`src/rtl/ahbl_sram_adapter.sv`:
```
// AHB-Lite subordinate driving a single-port active-low SRAM with zero wait states.
// A one-entry write buffer absorbs a write data phase that collides with a read address phase.
module ahbl_sram_adapter #(
  parameter int W_DATA = 32,
  parameter int DEPTH  = 512,
  localparam int W_SADDR = $clog2(DEPTH)
) (
  input  logic               clk,
  input  logic               rst_n,
  input  logic               ahbls_hready,
  output logic               ahbls_hready_resp,
  output logic               ahbls_hresp,
  input  logic [31:0]        ahbls_haddr,
  input  logic               ahbls_hwrite,
  input  logic [1:0]         ahbls_htrans,
  input  logic [2:0]         ahbls_hsize,
  input  logic [W_DATA-1:0]  ahbls_hwdata,
  output logic [W_DATA-1:0]  ahbls_hrdata,
  output logic               sram_cs_n,
  output logic               sram_we_n,
  output logic [3:0]         sram_be_n,
  output logic [W_SADDR-1:0] sram_addr,
  output logic [W_DATA-1:0]  sram_wdata,
  input  logic [W_DATA-1:0]  sram_rdata
);

  if (W_DATA != 32) begin : g_bad_width
    $fatal(1, "ahbl_sram_adapter: W_DATA must be 32");
  end

  localparam int NB = W_DATA / 8;

  logic               aph, rd_aph, wr_aph;
  logic [NB-1:0]      aph_be;
  logic [W_SADDR-1:0] aph_addr;

  logic               rd_dph_q, wr_dph_q, buf_valid_q;
  logic [W_SADDR-1:0] rd_addr_q, wr_addr_q, buf_addr_q;
  logic [NB-1:0]      rd_be_q, wr_be_q, buf_be_q;
  logic [W_DATA-1:0]  buf_data_q;

  logic               commit, retire, capture, fwd_hit;

  assign ahbls_hready_resp = 1'b1;
  assign ahbls_hresp       = 1'b0;

  // Reset also gates the address phase so the SRAM port goes quiet the instant rst_n falls.
  assign aph      = rst_n && ahbls_hready && ahbls_htrans[1];
  assign rd_aph   = aph && !ahbls_hwrite;
  assign wr_aph   = aph && ahbls_hwrite;
  assign aph_addr = ahbls_haddr[W_SADDR+1:2];

  always_comb begin
    aph_be = '1;
    case (ahbls_hsize[1:0])
      2'd0:    aph_be = 4'b0001 << ahbls_haddr[1:0];
      2'd1:    aph_be = ahbls_haddr[1] ? 4'b1100 : 4'b0011;
      default: aph_be = '1;
    endcase
  end

  assign commit  = wr_dph_q && !rd_aph;
  assign capture = wr_dph_q && rd_aph;
  assign retire  = buf_valid_q && !rd_aph && !wr_dph_q;

  always_comb begin
    sram_cs_n  = 1'b1;
    sram_we_n  = 1'b1;
    sram_be_n  = '1;
    sram_addr  = aph_addr;
    sram_wdata = buf_data_q;
    if (rd_aph) begin
      sram_cs_n = 1'b0;
      sram_be_n = '0;
    end else if (commit) begin
      sram_cs_n  = 1'b0;
      sram_we_n  = 1'b0;
      sram_addr  = wr_addr_q;
      sram_be_n  = ~wr_be_q;
      sram_wdata = ahbls_hwdata;
    end else if (retire) begin
      sram_cs_n = 1'b0;
      sram_we_n = 1'b0;
      sram_addr = buf_addr_q;
      sram_be_n = ~buf_be_q;
    end
  end

  // Bytes still sitting in the buffer are newer than the SRAM copy.
  assign fwd_hit = buf_valid_q && (buf_addr_q == rd_addr_q);

  always_comb begin
    ahbls_hrdata = '0;
    if (rd_dph_q) begin
      for (int i = 0; i < NB; i++) begin
        ahbls_hrdata[8*i +: 8] = (fwd_hit && buf_be_q[i]) ? buf_data_q[8*i +: 8]
                                                          : sram_rdata[8*i +: 8];
      end
    end
  end

  always_ff @(posedge clk or negedge rst_n) begin
    if (!rst_n) begin
      rd_dph_q    <= 1'b0;
      wr_dph_q    <= 1'b0;
      rd_addr_q   <= '0;
      wr_addr_q   <= '0;
      rd_be_q     <= '0;
      wr_be_q     <= '0;
      buf_valid_q <= 1'b0;
      buf_addr_q  <= '0;
      buf_be_q    <= '0;
      buf_data_q  <= '0;
    end else begin
      rd_dph_q <= rd_aph;
      wr_dph_q <= wr_aph;
      if (rd_aph) begin
        rd_addr_q <= aph_addr;
        rd_be_q   <= aph_be;
      end
      if (wr_aph) begin
        wr_addr_q <= aph_addr;
        wr_be_q   <= aph_be;
      end
      if (capture) begin
        buf_valid_q <= 1'b1;
        buf_addr_q  <= wr_addr_q;
        buf_be_q    <= wr_be_q;
        buf_data_q  <= ahbls_hwdata;
      end else if (retire) begin
        buf_valid_q <= 1'b0;
      end
    end
  end

  logic unused_bits;
  assign unused_bits = ^{ahbls_haddr[31:W_SADDR+2], ahbls_htrans[0], ahbls_hsize[2], rd_be_q};

  // A write address phase always frees the port, so the buffer drains before the next write data phase.
  a_no_wr_into_full_buf: assert property (@(posedge clk) disable iff (!rst_n)
                                          !(wr_dph_q && buf_valid_q));

endmodule

```
`config.mk`:
```
export PLATFORM = sky130hd
export DESIGN_NAME = ahbl_sram_adapter
export DESIGN_NICKNAME = d
export VERILOG_FILES = /design/src/rtl/ahbl_sram_adapter.sv
export SDC_FILE = /design/constraint.sdc
export NUM_CORES = 1
export LEC_CHECK = 0
export CORE_UTILIZATION = 44
export CTS_BUF_LIST = sky130_fd_sc_hd__clkbuf_2 sky130_fd_sc_hd__clkbuf_4 sky130_fd_sc_hd__clkbuf_8
export CTS_CLUSTER_DIAMETER = 80
export CTS_CLUSTER_SIZE = 16
export DETAILED_ROUTE_END_ITERATION = 8
export PLACE_DENSITY_LB_ADDON = 0.25
export SYNTH_ARGS = -nofsm -noshare
export SYNTH_HDL_FRONTEND = slang
export SYNTH_SLANG_ARGS = --single-unit
```
`constraint.sdc`:
```
create_clock -name clk -period 1.9 [get_ports clk]
set_input_delay 0.38 -clock clk [delete_from_list [all_inputs] [get_ports clk]]
set_output_delay 0.38 -clock clk [all_outputs]
set_load 0.005 [all_outputs]
```
==> impl_metrics.py, run 1 <==
metrics = {
    "status": {
        "status": "finished, violations left",
        "violations": "negative setup slack",
    },
    "power_and_ir_drop": {
        "p_total_mw": 4.919,
        "switching_share_pct": 36.01,
        "cell_internal_pwr_mw": 3.148,
        "peakVddDrop_uv": 470.8,
        "seqPwrFrac_pct": 37.7,
        "pwr_density_cell_mw_per_mm2": 587.1,
        "p_leak_nw": 3.943,
        "pwr-share-comb_pct": 39.0,
        "power.switching_mw": 1.772,
        "clkPwrFrac_pct": 23.3,
    },
    "yosys": {
        "async_flop_share_pct": 100.0,
        "syn_area_mm2": 0.004360,
        "yosys.area.top_type": "dfrtp_1",
        "syn_nets": 598,
        "netlist_top_cells_count": "nand2_1 (164), dfrtp_1 (70), nand4_1 (35)",
        "synth_most_common_cell": "nand2_1",
        "synthCells": 493,
        "synth_top_flop_cell": "dfrtp_1",
        "ys_ff_latch": 70,
        "ys_seq_area_share_pct": 40.17,
        "synth_top_cells_by_area": "dfrtp_1 (40%), nand2_1 (14%), mux2_2 (8.5%)",
        "syn_avg_cell_area_um2": 8.845,
        "yosysWarnings": 0,
        "synth-edff-count": 0,
        "synth_cell_types": 36,
        "yosysTopAreaCellShare_pct": 40.17,
    },
    "timing": {
        "skew_ps": 16.01,
        "clock.fmax_mhz": 381.9,
        "period_share_pct": 137.8,
        "maxSlewHeadroom_pct": 38.12,
        "finalHoldViolations": 0,
        "grt_setup_unrepaired": "true",
        "setup_viol": 73,
        "fin_ws_ps": -718.6,
        "period_needed_ps": 2619,
        "holdWs_ps": 440.6,
        "tightestPinTransition_ps": 928.2,
        "slew_violations": 0,
    },
    "setup_path": {
        "worstSetupEndpointType": "primary output",
        "r2r_slack_ps": 350,
        "start_kind": "flip-flop",
        "required_ps": 1520,
        "cp_max_fo": 4,
        "cp_data_arrival_time_ps": 2240,
        "worstSetupPathType": "flip-flop to primary output",
    },
    "place": {
        "dpl-instance-area_mm2": 0.006424,
        "dpl.hpwl_um": 9795,
        "portBuffers": 160,
        "gp_congestion": 0.8392,
        "place_ws_ps": -660.6,
    },
    "clock_tree": {
        "numCtsBuffers": 9,
        "cts_tree": "done",
        "cts_sinks": 70,
        "cts_root_buffer": "clkbuf_8",
        "h-tree-depth": 3,
        "clkTransAtPathRegs_ps": 80,
        "clock_path_buffers": 2,
        "clk_latency_ps": 360,
    },
    "die": {
        "dieArea_mm2": 0.01031,
        "die_y_um": 101.6,
        "rows": 35,
        "io_pins": 186,
        "start_util_pct": 46.31,
        "coreArea_mm2": 0.009415,
        "die_w_um": 101.6,
    },
    "drt": {
        "drtPass1Iterations": 5,
        "route.detailed.drc": 0,
        "wirelength_um": 22620,
        "vias": 5633,
        "routed_via_density": 6.238,
        "drtAntennaViolNets": 0,
        "drt_iter0_drc": 418,
        "routedWlPerCell_um": 25.05,
    },
    "finish": {
        "fin_nets": 874,
        "antenna_cells": 0,
        "drive_above_1_share_pct": 54.13,
        "syn2layout_area_growth_pct": 92.17,
        "final_cell_area_mm2": 0.008379,
    },
    "grt": {
        "grt_pass1_vias": 5644,
        "grt_max_degree": 71,
        "grt_overflow_total": 0,
        "grt_use_total_pct": 40.45,
        "antenna_found_initial": 0,
        "grt_pass1_wl_um": 30860,
    },
    "worst_hold_path": {
        "min_path_type": "input port to async pin",
    },
    "flow_run": {
        "max_cap_viol_count": 0,
    },
}
-- layout by cell type, fill, tap and decap left out, types with 2 or more instances in the layout --
cell,count
mux2_2,33
xnor2_2,5
buf_6,46
buf_12,19
mux2_1,12
nand4_1,35
and3_4,3
buf_8,14
a31oi_1,4
o21ai_0,4
xnor2_1,4
a21boi_2,9
clkbuf_8,9
a21boi_1,23
clkdlybuf4s50_1,77
buf_16,9
dfrtp_2,2
nand3_4,4
o31ai_2,2
clkbuf_2,3
conb_1,2
a221oi_2,3
and4_4,2
nand2_2,45
o211ai_1,9
nor2b_4,2
clkbuf_4,3
clkinv_2,3
buf_4,62
nand2_4,15
o31ai_4,30
dfrtp_1,68
buf_2,77
nor2b_1,4
a21oi_1,4
nand2_1,104
a31oi_4,5
nor2b_2,4
-- registers in the layout, summed over array words and instances (netlist names) --
signal       flops
buf_valid_q      1
rd_dph_q         1
rd_addr_q        9
wr_be_q          4
buf_addr_q       9
wr_dph_q         1
buf_be_q         4
buf_data_q      32
wr_addr_q        9
-- area by class of cell --
cell class,count,area (µm²)
Inverter,3,23.77
Clock inverter,4,23.77
Multi-Input combinational cell,377,3252
Clock buffer,12,146.4
Fill cell,395,1036
Tap cell,129,161.4
Timing Repair Buffer,308,3018
Sequential cell,70,1754
-- power by group through the flow --
stage	Clock [mW]	Sequential [mW]	Combinational, mW
after global placement	0	1.80	1.12
after global routing	1.18	1.86	1.99
after floorplan	0	1.78	0.507
after CTS	1.07	1.80	1.71
after detailed placement	0	1.81	1.15
final	1.15	1.85	1.92
-- timing repair --
item | 4_1_cts | 5_1_grt
hold buffers | 0 | 0
pin swaps | 99 | 77
gates cloned | 13 | 1
setup endpoints to repair | 80 | 77
resized for setup | 522 | 98
buffers inserted | 64 | 15
-- stage by stage --
| step | instances | setup TNS (ps) | utilization, % |
|---|---|---|---|
| 5_1_grt | 903 | -26880 | 89.00 |
| 3_3_place_gp | 805 | -55430 | 68.23 |
| 6_report | 903 | -25460 | 89.00 |
| 3_5_place_dp | 805 | -58460 | 68.23 |
| 2_1_floorplan | 493 | 0 | - |
| 4_1_cts | 895 | -18200 | 85.49 |
-- kinds of logic after synthesis --
family          after synthesis  share of synthesized area (%)
buf+inv                      46                          6.140
fa+ha+maj                     1                         0.2296
compound gates               95                          15.70
flops                        70                          40.17
other cells                   2                         0.1722
mux                          45                          11.62
simple gates                225                          23.82
xor+xnor                      9                          2.152
-- worst paths after layout --
| kind | from | endpoint | cells after the start |
|---|---|---|---|
| min in group clk | buf_data_q[0]$_DFFE_PN0P_ | buf_data_q[0]$_DFFE_PN0P_ | 1 |
| hold / removal | rst_n | buf_data_q[31]$_DFFE_PN0P_ | 3 |
| hold reg to reg | buf_data_q[0]$_DFFE_PN0P_ | buf_data_q[0]$_DFFE_PN0P_ | 1 |
| setup / recovery | rd_addr_q[0]$_DFFE_PN0P_ | ahbls_hrdata[23] | 10 |
| setup reg to reg | wr_dph_q$_DFF_PN0_ | buf_data_q[5]$_DFFE_PN0P_ | 5 |
| max in group asynchronous | rst_n | wr_dph_q$_DFF_PN0_ | 3 |
-- critical path, stage by stage (launching register included) --
cell	delay, ps
dfrtp_1	450
xnor2_2	220
buf_6	150
buf_12	100
buf_12	100
buf_6	90
nand3_4	100
buf_6	170
o31ai_4	270
a21boi_1	100
buf_2	140
-- routing by layer --
| metal | global-route usage [%] | wire (µm) | vias to the layer above |
|---|---|---|---|
| met4 | 25.20 | 1635 | 0 |
| met2 | 70.22 | 11150 | 438 |
| li1 | - | - | 2302 |
| met1 | 45.33 | 7785 | 2750 |
| met5 | 0 | 0 | - |
| met3 | 8.558 | 2044 | 143 |
(Power assumes the default switching activity.)
==> run 2, diff against run 1 <==
--- a/config.mk
+++ b/config.mk
@@ -11,6 +11,7 @@
 export CTS_CLUSTER_SIZE = 16
 export DETAILED_ROUTE_END_ITERATION = 8
 export PLACE_DENSITY_LB_ADDON = 0.25
+export SKIP_CTS_REPAIR_TIMING = 1
 export SYNTH_ARGS = -nofsm -noshare
 export SYNTH_HDL_FRONTEND = slang
 export SYNTH_SLANG_ARGS = --single-unit
==> impl_metrics.py, run 2 (synthesized netlist as in run 1, its figures left out) <==
metrics = {
    "clock_tree": {
        "cts_sinks": 70,
        "h-tree-depth": 3,
        "cts_root_buffer": "clkbuf_8",
        "clk_latency_ps": 350,
        "clkTransAtPathRegs_ps": 80,
        "numCtsBuffers": 9,
        "clock_path_buffers": 2,
        "cts_tree": "done",
    },
    "power_and_ir_drop": {
        "pwr_density_cell_mw_per_mm2": 575.0,
        "p_total_mw": 4.524,
        "peakVddDrop_uv": 477.4,
        "p_leak_nw": 3.981,
    },
    "place": {
        "dpl.hpwl_um": 9795,
        "dp.cells": 805,
        "gp_congestion": 0.8392,
        "portBuffers": 160,
        "place_ws_ps": -660.6,
    },
    "timing": {
        "tns_ps": -21960,
        "tightestPinTransition_ps": 899.6,
        "finalHoldViolations": 0,
        "skew_ps": 10.16,
        "period_needed_ps": 2548,
        "slew_violations": 0,
        "maxSlewHeadroom_pct": 40.02,
        "fin_ws_ps": -647.8,
        "clock.fmax_mhz": 392.5,
        "grt_setup_unrepaired": "true",
        "setup_viol": 67,
        "period_share_pct": 134.1,
    },
    "grt": {
        "grt_pass1_wl_um": 21460,
        "grt_pass1_vias": 4409,
        "grt_max_degree": 71,
        "grt_overflow_total": 0,
        "antenna_found_initial": 0,
        "grt_use_total_pct": 26.70,
    },
    "finish": {
        "final_cell_mix": "nand2_1 (138), clkdlybuf4s50_1 (77), dfrtp_1 (68)",
        "antenna_cells": 0,
        "drive_above_1_share_pct": 43.03,
        "syn2layout_area_growth_pct": 80.43,
        "fin_nets": 846,
        "largest_register_ffs": 32,
        "final_cells": 875,
        "final_common_cell": "nand2_1",
        "regMostFlops": "buf_data_q",
        "fin_util_pct": 83.56,
    },
    "status": {
        "violations": "negative setup slack",
        "status": "finished, violations left",
    },
    "die": {
        "start_util_pct": 46.31,
        "dieArea_mm2": 0.01031,
        "io_pins": 186,
        "die_y_um": 101.6,
        "die_w_um": 101.6,
        "coreArea_mm2": 0.009415,
        "rows": 35,
    },
    "setup_path": {
        "cp_data_arrival_time_ps": 2170,
        "slowest_stage": "dfrtp_1",
        "crit_chain": "xnor2_2 > nand4_1 > buf_6 > buf_12 > o31ai_2 > a21boi_1 > dlymetal6s2s_1",
        "setup.worst_path.start": "rd_addr_q[5]$_DFFE_PN0P_",
        "cp_max_fo": 8,
        "required_ps": 1520,
        "worstSetupEndpointType": "primary output",
        "start_kind": "flip-flop",
        "crit_path_max_incr_delay_ps": 430,
        "reg2reg_from": "wr_dph_q$_DFF_PN0_",
        "worstSetupPathType": "flip-flop to primary output",
    },
    "drt": {
        "drt_iter0_drc": 279,
        "routed_via_density": 5.913,
        "drtPass1Iterations": 5,
        "route.detailed.drc": 0,
        "drtAntennaViolNets": 0,
        "routedWlPerCell_um": 21.74,
        "vias": 5174,
        "wirelength_um": 19020,
    },
    "worst_hold_path": {
        "min_path_type": "input port to async pin",
    },
    "flow_run": {
        "max_cap_viol_count": 0,
    },
}
[run 2: cell count changes in the layout (fill, tap and decap cells not counted), sizes merged]
cell	delta
clkinv	-1
clkbuf	+39
buf	-94
inv	+1
dlymetal6s2s	+27
[run 2: cell type report]
class / instances / area [µm²]
multi-input combinational: 377 / 2953
clock inverter: 4 / 23.77
sequential: 70 / 1754
fill: 496 / 1548
timing repair buffer: 280 / 2813
clock buffer: 12 / 146.4
inverter: 3 / 16.27
tap: 129 / 161.4
[run 2: report_power, final]
group	leakage [nW]	switching [mW]	total, mW	internal [mW]
Combinational	2.96	0.788	1.60	0.815
Sequential	0.928	0.171	1.83	1.65
Clock	0.0944	0.581	1.10	0.515
[run 2: path summary, 6_finish.rpt]
check | end | slack (ps) | cells past startpoint
max reg2reg | buf_data_q[15]$_DFFE_PN0P_ | 480 | 4
min | buf_addr_q[0]$_DFFE_PN0P_ | 440 | 3
min reg2reg | wr_addr_q[5]$_DFFE_PN0P_ | 530 | 2
min in group clk | wr_addr_q[5]$_DFFE_PN0P_ | 530 | 2
max in group asynchronous | buf_valid_q$_DFFE_PN0P_ | 830 | 3
max | ahbls_hrdata[14] | -650 | 7
[run 2: metal layers]
metal	wire [µm]	global-route usage, %	vias up
met4	748	8.919	0
met1	7085	34.60	2549
met5	0	0	-
li1	-	-	2240
met2	9827	45.74	310
met3	1360	3.934	75
[run 2: critical path, delay by kind of cell (launching register included)]
kind                      cells  cell delay [ps]
DFF                           1              430
AOI/OAI and AO/OA             2              380
xor gates and xnor gates      1              290
buffers and inverters         3              520
and+or+nand+nor               1              200
[run 2: metrics by stage]
step	instance area [µm²]	hold WS (ps)
6_report	7868	440.4
5_1_grt	7868	511.2
4_1_cts	6594	458.4
3_5_place_dp	6424	483.7
3_3_place_gp	6424	481.1
2_1_floorplan	4360	84.41
